`src/rtl/cdb_broadcaster_pkg.sv`:
```
// cdb_broadcaster_pkg: shared widths and tag constants for the common-data-bus broadcaster
package cdb_broadcaster_pkg;
  localparam int LABEL_W = 5;
  localparam int DATA_W = 32;
  localparam int NULL_TAG = 0;
  localparam int Q_ADD = 1;
  localparam int Q_MUL = 2;
  localparam int Q_LOAD = 3;
endpackage

```
`src/rtl/cdb_src_fifo.sv`:
```
// cdb_src_fifo: per-source result buffer; caller guarantees no push when full and no pop when empty
module cdb_src_fifo #(
  parameter int DEPTH = 2,
  parameter int W = 37
) (
  input  logic         clk,
  input  logic         nRST,
  input  logic         push,
  input  logic         pop,
  input  logic [W-1:0] wdata,
  output logic [W-1:0] rdata,
  output logic         full,
  output logic         empty
);
  localparam int AW = $clog2(DEPTH);
  logic [W-1:0] mem [DEPTH];
  logic [AW-1:0] rdPtr, wrPtr;
  logic [AW:0] count;
  assign full = count == (AW+1)'(DEPTH);
  assign empty = count == '0;
  assign rdata = mem[rdPtr];
  always_ff @(posedge clk or negedge nRST)
    if (!nRST) begin
      rdPtr <= '0;
      wrPtr <= '0;
      count <= '0;
    end else begin
      if (push) wrPtr <= wrPtr + 1'b1;
      if (pop) rdPtr <= rdPtr + 1'b1;
      count <= count + (AW+1)'(push) - (AW+1)'(pop);
    end
  always_ff @(posedge clk)
    if (push) mem[wrPtr] <= wdata;
endmodule

```
`src/rtl/cdb_broadcaster.sv`:
```
// cdb_broadcaster: buffers functional-unit results and broadcasts one per cycle, round-robin, on BCEN/BClabel/BCdata
module cdb_broadcaster #(
  parameter int N_SRC = 3,
  parameter int DEPTH = 2,
  parameter int LABEL_W = cdb_broadcaster_pkg::LABEL_W,
  parameter int DATA_W = cdb_broadcaster_pkg::DATA_W
) (
  input  logic                     clk,
  input  logic                     nRST,
  input  logic [N_SRC-1:0]         src_valid,
  input  logic [N_SRC*LABEL_W-1:0] src_label,
  input  logic [N_SRC*DATA_W-1:0]  src_data,
  output logic [N_SRC-1:0]         src_ready,
  output logic                     BCEN,
  output logic [LABEL_W-1:0]       BClabel,
  output logic [DATA_W-1:0]        BCdata,
  output logic                     err_zero_label
);
  import cdb_broadcaster_pkg::*;
  localparam int PW = N_SRC > 1 ? $clog2(N_SRC) : 1;
  localparam int EW = LABEL_W + DATA_W;
  logic [EW-1:0] head [N_SRC];
  logic [N_SRC-1:0] full, empty, push, pop, nullPush;
  logic [PW-1:0] rrPtr, win, cand;
  logic hasWin;
  for (genvar g = 0; g < N_SRC; g++) begin : gSrc
    assign nullPush[g] = src_valid[g] && !full[g] && src_label[g*LABEL_W +: LABEL_W] == LABEL_W'(NULL_TAG);
    assign push[g] = src_valid[g] && !full[g] && !nullPush[g];
    assign pop[g] = hasWin && win == PW'(g);
    cdb_src_fifo #(.DEPTH(DEPTH), .W(EW)) uFifo (
      .clk(clk),
      .nRST(nRST),
      .push(push[g]),
      .pop(pop[g]),
      .wdata({src_label[g*LABEL_W +: LABEL_W], src_data[g*DATA_W +: DATA_W]}),
      .rdata(head[g]),
      .full(full[g]),
      .empty(empty[g])
    );
  end
  assign src_ready = ~full;
  // scan downward so the candidate nearest rrPtr is written last and wins
  always_comb begin
    hasWin = 1'b0;
    win = '0;
    cand = '0;
    for (int k = N_SRC - 1; k >= 0; k--) begin
      cand = PW'((int'(rrPtr) + k) % N_SRC);
      if (!empty[cand]) begin
        hasWin = 1'b1;
        win = cand;
      end
    end
  end
  always_ff @(posedge clk or negedge nRST)
    if (!nRST) begin
      BCEN <= 1'b0;
      BClabel <= '0;
      BCdata <= '0;
      rrPtr <= '0;
      err_zero_label <= 1'b0;
    end else begin
      BCEN <= hasWin;
      {BClabel, BCdata} <= hasWin ? head[win] : '0;
      if (hasWin) rrPtr <= PW'((int'(win) + 1) % N_SRC);
      if (|nullPush) err_zero_label <= 1'b1;
    end
endmodule
```
`config.mk`:
```
export PLATFORM = sky130hd
export DESIGN_NAME = cdb_broadcaster
export DESIGN_NICKNAME = d
export VERILOG_FILES = /design/src/rtl/cdb_broadcaster_pkg.sv /design/src/rtl/cdb_src_fifo.sv /design/src/rtl/cdb_broadcaster.sv
export SDC_FILE = /design/constraint.sdc
export NUM_CORES = 1
export LEC_CHECK = 0
export ABC_CLOCK_PERIOD_IN_PS = 8800
export BUFFER_PORTS_ARGS = -buffer_cell sky130_fd_sc_hd__buf_2
export CAP_MARGIN = 5
export CORE_UTILIZATION = 30
export DETAILED_ROUTE_END_ITERATION = 8
export SKIP_LAST_GASP = 1
export SLEW_MARGIN = 40
export SYNTH_ARGS = -nofsm -noshare
export SYNTH_HDL_FRONTEND = slang
export SYNTH_SLANG_ARGS = --single-unit
```
`constraint.sdc`:
```
create_clock -name clk -period 8.8 [get_ports clk]
set_clock_uncertainty 0.1 [all_clocks]
set_input_delay 1.76 -clock clk [delete_from_list [all_inputs] [get_ports clk]]
set_output_delay 1.76 -clock clk [all_outputs]
set_load 0.01 [all_outputs]
```
After elaboration in Yosys (flattened, before gate mapping)

Memories as Yosys holds them, arrays and structs flattened.
Index checks and enable logic that the tools add are counted.

Flip-flop bits (word level): 53
Output and inout port bits: 42
Memory bits (writable): 222
Memories: 3
Input bits: 116

$lt $le $gt $ge: 4
Div/mod/pow operators: 4
$add $sub $neg: 15
Multiplexer cells: 22
Bitwise operators: 2
Equality and inequality tests: 5
Reduce and logical (&&, ||, !) cells: 26

Memories:

| memory            | depth | width | read ports | clocked after memory_dff | wr ports | line               | RTL |
|---|---|---|---|---|---|---|---|
| gSrc[0].uFifo.mem | 2     | 37    | 1          | 0                        | 1        | cdb_src_fifo.sv:16 | `logic [W-1:0] mem [DEPTH];` |
| gSrc[1].uFifo.mem | 2     | 37    | 1          | 0                        | 1        | cdb_src_fifo.sv:16 |  |
| gSrc[2].uFifo.mem | 2     | 37    | 1          | 0                        | 1        | cdb_src_fifo.sv:16 |  |

Operator list:

| operator                                                    | number |
|---|---|
| two-way mux 37 bit                                          | 3 |
| remainder unit 32 x 3 -> 32 bit (second input constant)     | 3 |
| binary-select mux 37 bit (select 2 bit)                     | 1 |
| remainder unit 3 x 3 -> 32 bit (second input constant)      | 1 |
| zero test 5 bit                                             | 3 |
| logical AND 1 bit                                           | 12 |
| two-way mux 1 bit                                           | 12 |
| less-than comparator 2 x 3 -> 1 bit (second input constant) | 3 |
| == test 2 bit (second input constant)                       | 4 |
| zero test 2 bit                                             | 4 |
| adder 1 bit (second input constant)                         | 6 |
| adder 2 x 1 -> 2 bit                                        | 3 |
| adder 2 x 1 -> 3 bit (second input constant)                | 2 |
| binary-select mux 1 bit (select 2 bit)                      | 3 |
| zero test 1 bit                                             | 6 |
| two-way mux 2 bit                                           | 3 |
| subtractor 2 x 1 -> 2 bit                                   | 3 |
| adder 2 x 2 -> 3 bit (second input constant)                | 1 |
| greater-or-equal comparator 3 bit (second input constant)   | 1 |
| NOT 2 -> 3 bit                                              | 1 |
| NOT 3 bit                                                   | 1 |
| OR reduction 3 bit                                          | 1 |
| == test 2 x 1 -> 1 bit (second input constant)              | 1 |

Depth between registers and ports, before layout

Word-level depth: 12
Mapped depth: 16

Cells and area by module

From an unflattened synthesis, not the netlist that was laid out.

Cells, all modules: 614
Area, all modules: 11252.0 um2

By module, submodules not included:

| module          | area an instance (um2) | cells an instance | times used |
|---|---|---|---|
| cdb_src_fifo    | 2949.1                 | 130               | 3 |
| cdb_broadcaster | 2404.8                 | 224               | 1 |

Worst setup path after synthesis

Ideal clock, no wire load.

Path type: input -> register
Start point: input src_label[8]
End point: memory gSrc[1].uFifo.mem[0][0] (enable)
Buffers on the path: 0
Library setup time: 0.431 ns
Path slack: 4.654 ns
Arrival: 3.614 ns
Required time: 8.269 ns
Stages: 3
Path through: or4_1 > o211ai_1 > nor2_1

Word-level cells in the longest chain between the ends: 6

RTL lines:

| element                                 | line                  | RTL |
|---|---|---|
| start: declaration                      | cdb_broadcaster.sv:11 | `input logic [N_SRC*LABEL_W-1:0] src_label,` |
| zero test 5 bit                         | cdb_broadcaster.sv:27 | `assign nullPush[g] = src_valid[g] && !full[g] && src_label[g*LABEL_W +: LABEL_W] == LABEL_W'(NULL_TAG);` |
| logical AND 1 bit                       | cdb_broadcaster.sv:27 |  |
| zero test 1 bit                         | cdb_broadcaster.sv:28 | `assign push[g] = src_valid[g] && !full[g] && !nullPush[g];` |
| logical AND 1 bit                       | cdb_broadcaster.sv:28 |  |
| two-way mux 1 bit                       | cdb_src_fifo.sv:33    | `if (push) mem[wrPtr] <= wdata;` |
| two-way mux 1 bit (not written as such) | cdb_src_fifo.sv:33    |  |
| end: declaration                        | cdb_src_fifo.sv:16    |  |

No other way between the ends.

Worst setup path after layout

Start point: register rrPtr[0]
End point: register gSrc[2].uFifo.count[1]

Word-level cells in the longest chain between the ends: 10
Elaborated cells on any way between the ends: 20
Those cells by class: add/sub: 3; div: 3; eq/ne: 1; mux: 12; reduce/logical: 1

RTL lines:

| element                                 | line                  | RTL |
|---|---|---|
| start: declaration                      | cdb_broadcaster.sv:24 | `logic [PW-1:0] rrPtr, win, cand;` |
| start signal: assignment                | cdb_broadcaster.sv:65 | `if (hasWin) rrPtr <= PW'((int'(win) + 1) % N_SRC);` |
| adder 2 x 2 -> 3 bit                    | cdb_broadcaster.sv:48 | `cand = PW'((int'(rrPtr) + k) % N_SRC);` |
| remainder unit 32 x 3 -> 32 bit         | cdb_broadcaster.sv:48 |  |
| binary-select mux 1 bit (select 2 bit)  | cdb_broadcaster.sv:49 | `if (!empty[cand]) begin` |
| two-way mux 1 bit (not written as such) | cdb_broadcaster.sv:49 |  |
| two-way mux 2 bit (3 in series)         | cdb_broadcaster.sv:49 |  |
| == test 2 bit                           | cdb_broadcaster.sv:29 | `assign pop[g] = hasWin && win == PW'(g);` |
| logical AND 1 bit *                     | cdb_broadcaster.sv:29 |  |
| net gSrc[2].uFifo.pop                   | cdb_src_fifo.sv:9     | `input logic pop,` |
| subtractor 2 x 1 -> 2 bit *             | cdb_src_fifo.sv:30    | `count <= count + (AW+1)'(push) - (AW+1)'(pop);` |
| end signal: assignment                  | cdb_src_fifo.sv:30    |  |
| end: declaration                        | cdb_src_fifo.sv:18    | `logic [AW:0] count;` |

The timed path passes the listed nets; every way through them passes the cells marked *. The select of a mux whose other input is x is not followed.
A chain may end at the register's enable or synchronous reset.

==> results.toml <==
[sta]
fin_crit_ns = 3.68
relSlewSlack = 0.464
finalSetupViolCount = 0
tightest_slew_ns = 0.784
hold_viol = 0
setup_tns_ns = 0
max_freq_mhz = 271
rsz0062_at_grt = "false"
fin_crit_sh = 0.419
drv_slew = 0

[cells_and_area]
syn2layout_area_growth_pct = 22.3
seqCellArea_um2 = 8000
fillers = 3222
finalInstanceArea_um2 = 13100
num-nets-final = 916
drive_gt1_frac = 0.288
multiInputGateArea_um2 = 2540

[route]
finalWirelength_mm = 27.1
drc = 0
vias = 6266
viasPerCell = 4.94
wl_per_cell_um = 21.3
drt-initial-drc-count = 664
final_antenna_net_count = 0
dr.pass1.iters = 5

[worst_setup_path]
crit_required_ns = 9.12
crit_path_top_delay_cell = "o311a_2"
crit_path_start = "rrPtr[0]$_DFFE_PN0P_"
cp-end-kind = "flip-flop"
worst-path-max-fanout = 39
max_stage_delay_ns = 0.79
rr_startpoint = "rrPtr[0]$_DFFE_PN0P_"
critical_path_class = "reg -> reg"
crit_family = "adder cells"
cp.arrival_ns = 4.01
crit_path_cell_trace = "inv_1 -> ha_1 -> nor3b_1 -> o311a_2 -> nor2_1 -> ha_1 -> inv_1 -> nor3_1 -> ha_1 -> inv_1 -> ha_1 -> xnor2_1 -> xnor2_1"
crit_buf_inv = 3
worst_setup_path_start_kind = "flip-flop"
cp_common_cell = "ha_1"

[global_route]
grt_pass1_wl_mm = 39.7
grt_pass1_vias = 6229
antenna_found_initial = 3
grt_util_all_layers = 0.148
grt_start_max_net_pins = 54
grt-ovfl-total = 0

[power_and_ir_drop]
ir_drop_mv = 0.223
powerDensity_nw_per_um2 = 393
power_leakage_nw = 4.69

[synthesis]
synth_edf_count = 222
synth_cells = 638
synth_seq_cells = 275
synth_flop_cell = "edfxtp_1"
yosys.area.top_type = "edfxtp_1"
synth_fp_nets = 763
yosys_warnings = 0
synthTopCellsByCount = "222 x edfxtp_1, 75 x nor2b_1, 53 x dfrtp_1"
synth_top_area_frac = 0.622
synth.distinct_cells = 50
ys_seq_area_frac = 0.746
netlist_top_cells_area = "edfxtp_1 62%, dfrtp_1 12%, nor2b_1 4.4%"
avgSynthCellArea_um2 = 16.8
synth_most_common_cell = "edfxtp_1"
postSynth.asyncResetShare = 0.193
netlist_area_um2 = 10700

[clocking]
path_clk_slew_ns = 0.06
ctsResizeCount = 0
insertion_delay_ns = 0.55
cts_buffers = 28
root_buffer = "clkbuf_16"
clock-sinks = 275
htree_num_levels = 1
cts_hold_buffers = 0
cts_setup_buffers = 0
tritoncts = "built"
cts_buffer_depth = 3

[floorplan]
die_width_um = 191
io_pins = 158
rows = 68
start_util = 0.308
die_area_um2 = 36500
die_h_um = 191
coreArea_um2 = 34800

[placed_design]
port_buffers = 157
dpl-instance-area_um2 = 12200
hpwl_mm = 18.4
place.gp.congestion = 0.735

[job]
maxCapViolCount = 0

[min_path]
hold_class = "reg -> reg"
hold_start = "gSrc[2].uFifo.mem[0][13]$_DFFE_PP_"

[outcome]
status = "completed"
[cells by family (layout without fill, tap and decap cells)]
kind of cell | Yosys count | in the layout | share of synthesized area
DFF | 275 | 275 | 0.746
AOI/OAI and AO/OA | 134 | 134 | 0.109
and+or+nand+nor | 112 | 112 | 0.0632
buffers and inverters | 58 | 232 | 0.0248
muxes | 38 | 38 | 0.0360
xor gates and xnor gates | 12 | 12 | 0.00981
adders and majority gates | 9 | 9 | 0.0105
other | 0 | 2 | 0
[per-stage QoR]
stage	std cells	hold slack, ns	util	setup slack, ns	total power, W
detailed placement	1216	0.427	0.350	4.60	0.00405
global placement	1208	0.427	0.344	4.62	0.00396
floorplan	638	0.368	-	4.65	0.00332
global route	1268	0.458	0.376	4.83	0.00545
finish	1269	0.440	0.376	5.12	0.00515
CTS	1267	0.444	0.376	5.08	0.00522
[power breakdown]
part	internal [W]	switching, W	leakage, nW	total (W)
clock network	0.000673	0.000471	0.433	0.00114
logic	0.000761	0.00124	1.56	0.00200
registers	0.00183	0.000181	2.70	0.00201
[tightest hold or removal path, delay by kind of cell, from the launching register on]
family | cells | cell delay (ns)
muxes | 1 | 0.07
AOI/OAI and AO/OA | 1 | 0.11
DFF | 1 | 0.31
[layer usage]
layer / track usage / wire [µm] / vias up
met1: 0.206 / 12100 / 3146
met5: 0 / 0 / -
met4: 0.0449 / 799 / 0
met2: 0.237 / 12700 / 199
li1: - / - / 2876
met3: 0.0220 / 1420 / 45
[layout by cell type (no fill, tap or decap), types with 2 or more instances in the layout]
cell | Yosys | final
edfxtp_1 | 222 | 222
buf_2 | 14 | 157
nor2b_1 | 75 | 75
dfrtp_1 | 53 | 50
a221oi_1 | 37 | 37
mux2i_1 | 37 | 37
o32ai_1 | 37 | 37
a2111oi_0 | 37 | 35
clkbuf_16 | 0 | 28
inv_1 | 9 | 9
xnor2_1 | 9 | 9
ha_1 | 9 | 9
nor2_1 | 14 | 8
clkbuf_1 | 29 | 8
buf_16 | 0 | 8
nor2_4 | 0 | 6
clkinv_1 | 0 | 6
buf_4 | 2 | 6
clkinv_2 | 0 | 4
or4_1 | 3 | 3
o211ai_1 | 3 | 3
nand3_1 | 3 | 3
xor2_1 | 3 | 3
bufinv_16 | 0 | 3
dfrtp_2 | 0 | 3
diode_2 | 0 | 2
nand2b_1 | 2 | 2
or2_2 | 2 | 2
o21bai_1 | 2 | 2
o21ai_1 | 2 | 2
and2_4 | 0 | 2
o22ai_1 | 2 | 2
a31oi_1 | 2 | 2
a2111oi_1 | 0 | 2
[registers in the layout, indices dropped and copies added, names as in the netlist]
register / cells
gSrc.uFifo.count: 6
gSrc.uFifo.wrPtr: 3
err_zero_label: 1
gSrc.uFifo.rdPtr: 3
BClabel: 5
rrPtr: 2
BCEN: 1
BCdata: 32
gSrc.uFifo.mem: 222
[layout make-up]
class | count | share of cell area
clock inverter | 15 | 0.0120
timing repair buffer | 172 | 0.0811
inverter | 9 | 0.00258
tap | 455 | 0.0435
multi-input combinational | 305 | 0.194
antenna | 2 | 0.000382
sequential | 275 | 0.611
clock buffer | 36 | 0.0558
[worst paths after layout]
check,end,slack (ns),cells after the start
worst min-delay path,BCdata[13]$_DFF_PN0_,0.44,2
min in group asynchronous,BCdata[0]$_DFF_PN0_,1.21,2
max in group asynchronous,gSrc[1].uFifo.rdPtr$_DFFE_PN0P_,6.97,2
worst max-delay path,gSrc[2].uFifo.count[1]$_DFF_PN0_,5.12,13
worst max register to register,gSrc[2].uFifo.count[1]$_DFF_PN0_,5.12,13
worst min register to register,BCdata[13]$_DFF_PN0_,0.44,2
(Power assumes the default switching activity.)
